File: config.mk
export PLATFORM = sky130hd
export DESIGN_NAME = counter_arbiter
export DESIGN_NICKNAME = d
export VERILOG_FILES = /design/src/rtl/counter_arbiter.sv
export SDC_FILE = /design/constraint.sdc
export NUM_CORES = 1
export LEC_CHECK = 0
export ABC_AREA = 1
export CORE_AREA = 2 2 39 41
export CTS_BUF_LIST = sky130_fd_sc_hd__clkbuf_8
export DETAILED_ROUTE_END_ITERATION = 16
export DIE_AREA = 0 0 41 43
export PLACE_DENSITY = 0.74
export SETUP_SLACK_MARGIN = 0.1
export SLEW_MARGIN = 20
export SYNTH_ARGS = -nofsm -noshare
export SYNTH_HDL_FRONTEND = slang
export SYNTH_SLANG_ARGS = --single-unit
File: constraint.sdc
create_clock -name clock -period 2.2 [get_ports clock]
set_input_delay 0.44 -clock clock [delete_from_list [all_inputs] [get_ports clock]]
set_output_delay 0.44 -clock clock [all_outputs]
set_load 0.005 [all_outputs]
File: src/rtl/counter_arbiter.sv
// counter_arbiter: shares one external up-counter between two requesters, one run at a time.
// Define COUNTER_ARB_RR_EN for round-robin tie-breaking; default is fixed priority to requester 0.
module counter_arbiter #(
    parameter int unsigned WIDTH = 4
) (
    input  logic             clock,
    input  logic             reset,
    input  logic             req_0,
    input  logic             req_1,
    input  logic [WIDTH-1:0] len_0,
    input  logic [WIDTH-1:0] len_1,
    input  logic [WIDTH-1:0] cnt_value,
    output logic             cnt_reset,
    output logic             cnt_enable,
    output logic [1:0]       gnt,
    output logic [1:0]       done,
    output logic             busy
);

    localparam logic [1:0] StIdle  = 2'd0;
    localparam logic [1:0] StClear = 2'd1;
    localparam logic [1:0] StRun   = 2'd2;
    localparam logic [1:0] StDone  = 2'd3;

    logic [1:0]       state_q, state_d;
    logic             owner_q, owner_d;
    logic [WIDTH-1:0] target_q, target_d;
    logic             any_req;
    logic             winner;
    logic             at_target;

    assign any_req   = req_0 || req_1;
    assign at_target = (cnt_value == target_q);

`ifdef COUNTER_ARB_RR_EN
    // last_q holds the requester served most recently; the other one wins a tie.
    logic last_q, last_d;

    assign winner = (req_0 && req_1) ? ~last_q : req_1;

    always_comb begin
        last_d = last_q;
        if (state_q == StIdle && any_req) begin
            last_d = winner;
        end
    end

    always_ff @(posedge clock or posedge reset) begin
        if (reset) begin
            last_q <= 1'b1;
        end else begin
            last_q <= last_d;
        end
    end
`else
    assign winner = req_1 && !req_0;
`endif

    always_comb begin
        state_d  = state_q;
        owner_d  = owner_q;
        target_d = target_q;
        case (state_q)
            StIdle: begin
                if (any_req) begin
                    state_d = StClear;
                    owner_d = winner;
                end
            end
            StClear: begin
                state_d  = StRun;
                target_d = owner_q ? len_1 : len_0;
            end
            StRun: begin
                if (at_target) begin
                    state_d = StDone;
                end
            end
            StDone: begin
                state_d = StIdle;
            end
            default: begin
                state_d = StIdle;
            end
        endcase
    end

    always_ff @(posedge clock or posedge reset) begin
        if (reset) begin
            state_q  <= StIdle;
            owner_q  <= 1'b0;
            target_q <= '0;
        end else begin
            state_q  <= state_d;
            owner_q  <= owner_d;
            target_q <= target_d;
        end
    end

    assign busy       = (state_q != StIdle);
    assign cnt_reset  = (state_q == StClear);
    assign cnt_enable = (state_q == StRun) && !at_target;
    assign gnt        = busy ? {owner_q, ~owner_q} : 2'b00;
    assign done       = (state_q == StDone) ? {owner_q, ~owner_q} : 2'b00;

endmodule

==> run metrics <==
Crit. End Element output pin; met3 GRT Util 0.06283; final slew viol count 0; FF-to-FF setup slack 0.89 ns; syn avg cell area 7.014 sq um; number of routed nets with antenna violations 0; post-synth top area share 0.3518; Port Buffer Count 22; largest area contributor in the netlist dfrtp_1; WS Path Type register to output pin; Post-synth EDFFs 0; # diodes 0; CP required 1.76 ns; Critical Path AT 1.61 ns; Final GP Congestion 0.7342; Clock Path Buffers 2; drt pass-1 iters 2; Hold Fails Final Rpt 0; final cell count without fillers 116; # hold bufs at CTS 0; Final Critical Period 2.048 ns; Area Overhead vs Synth 62.56%; grt ovf 0; Setup crit start kind register; Hold Crit Class input pin to async pin; Seq/Total Area, Yosys 0.3518; met1 usage 0.1716; Max stage delay on crit path 0.50 ns; maximum capacitance violations 0; number of H-tree levels 1; synth top area cells dfrtp_1 (35%), nand2_1 (14%), inv_1 (11%); VDD IR-drop max 0.7612 mV; die area 1763 sq um; clk_lat worst skew 0.23 ns; via density per instance 4.440; Post-Place Worst Slack -0.04213 ns; Post-DP HPWL 818.3 um; count leader, synth nand2_1; highest clock rate 488.3 MHz; Inst Count DP 110; total power 0.9750 mW; Residual DRC 0; relative slew slack 0.8230; synthesis-stage register bit count 7; Worst-Margin Slew 0.2652 ns; filler instances 136; design area 809.5 sq um; IO Pins 23; syn nets 91; Horiz. Die Dim 41 um; vias 515; clk root buf clkbuf_8; Starting DRT DRC Count 10; dpl cell area 745.7 sq um; top_reg_cell synth dfrtp_1; Final #Nets 121; status finished, final reports clean; synth warn 0; die height 43 um; Fin Clk Skew 0.001652 ns; asr flop ratio synth 1.000; total CTS buffers 3; Setup Total Neg Slack 0 ns; GRT Util Overall 0.1457; synth cell count leaders nand2_1 (18), inv_1 (15), nor2_1 (8); crit path cell chain inv_1 -> ha_1 -> nor2_4 -> clkdlybuf4s50_1; Worst Slack Setup Final 0.1522 ns; first-pass GRT wire length 1725 um; Core Region 1384 sq um; pin count of the biggest net entering global routing 9; CTS Sinks 7; FP Rows 14; fraction of layout cells with a size suffix above 1 0.1500; Power Density 1204 nW/um^2; RSZ-0062 raised after global routing true; cells after synthesis 71; CP max-delay cell clkdlybuf4s50_1; WL per Instance 9.328 um; GRT Max-Usage Layer met2; Starting Density 0.3599; Critical Path Fanout Max 4; initial antenna violation count 0; cell area after synthesis 498.0 sq um; crit share post-route 0.9308; synth unique cells 13; clk slew on worst S/H paths 0.04 ns; P_leak 0.4390 nW; met2 Resource Use GR 0.2219; CTS tree built; vias in the first global route 457; # setup viols final 0; Post-Route WL 1082 um
[metrics by stage]
stage	utilization	hold slack, ns
after global placement	0.5389	0.5258
final	0.5850	0.4441
after detailed placement	0.5389	0.5330
after CTS	0.5759	0.4568
after global routing	0.5850	0.4842
after floorplan	-	0.2434
[final timing paths]
kind                                              from                      to  cells after the start
max in group asynchronous                        reset  state_q[0]$_DFFE_PP0P_                      2
worst min-delay path                             reset     owner_q$_DFFE_PP0P_                      2
worst min register to register  state_q[0]$_DFFE_PP0P_  state_q[0]$_DFFE_PP0P_                      2
worst max-delay path            state_q[0]$_DFFE_PP0P_                  gnt[1]                      4
worst max register to register  state_q[0]$_DFFE_PP0P_  state_q[0]$_DFFE_PP0P_                      5
min in group clock              state_q[0]$_DFFE_PP0P_  state_q[0]$_DFFE_PP0P_                      2
[state kept, by name (all words and copies together) (netlist names)]
| signal | cells |
|---|---|
| target_q | 4 |
| owner_q | 1 |
| state_q | 2 |
[final cells by class]
class,instances,area [sq um],area share
repair buffers,25,244.0,0.3014
clock inverters,1,3.754,0.004637
well taps,16,20.02,0.02473
multi-input cells,47,261.5,0.3230
flip-flops and latches,7,175.2,0.2164
inverters,17,63.81,0.07883
clock buffers,3,41.29,0.05100
[timing repair]
action / CTS / global route
resized for setup: 1 / 2
pin swaps: 2 / 2
cloned: 0 / 0
setup endpoints to repair: 1 / 3
setup buffers: 1 / 1
[cells by family (layout without fill, tap and decap cells)]
logic type      after synthesis  count (layout)  synth area share
compound gates                9               9            0.1080
simple gates                 34              34            0.3116
buf+inv                      17              46            0.1281
flops                         7               7            0.3518
fa+ha+maj                     4               4            0.1005
[routing by layer]
metal | vias up | routed length (um)
met2 | 12 | 561
met1 | 229 | 445
met3 | 2 | 68
li1 | 272 | -
met5 | - | 0
met4 | 0 | 6
[critical path, delay by kind of cell, from the launching register on]
kind / cells / cell delay [ns]
simple gates: 1 / 0.13
buf+inv: 2 / 0.58
fa+ha+maj: 1 / 0.27
flops: 1 / 0.39
[placed cells by master (no fill, tap or decap)]
master           instances
dlymetal6s2s_1           1
inv_2                    2
buf_4                    3
or2_2                    1
nand3_1                  2
nor2_2                   1
clkdlybuf4s50_1         20
nand2_2                  3
dlygate4sd2_1            1
nor2_1                   7
a2bb2oi_1                1
o21ai_0                  4
dfrtp_1                  7
nor2_4                   2
clkbuf_8                 3
inv_1                   16
ha_1                     4
nand2_1                 18
o22ai_1                  4
[report_power, final]
part / switching, mW / internal [mW] / total (mW)
Combinational: 0.261 / 0.291 / 0.552
Sequential: 0.0523 / 0.195 / 0.247
Clock: 0.0557 / 0.121 / 0.176
Total: 0.369 / 0.606 / 0.975
(Power assumes the default switching activity.)
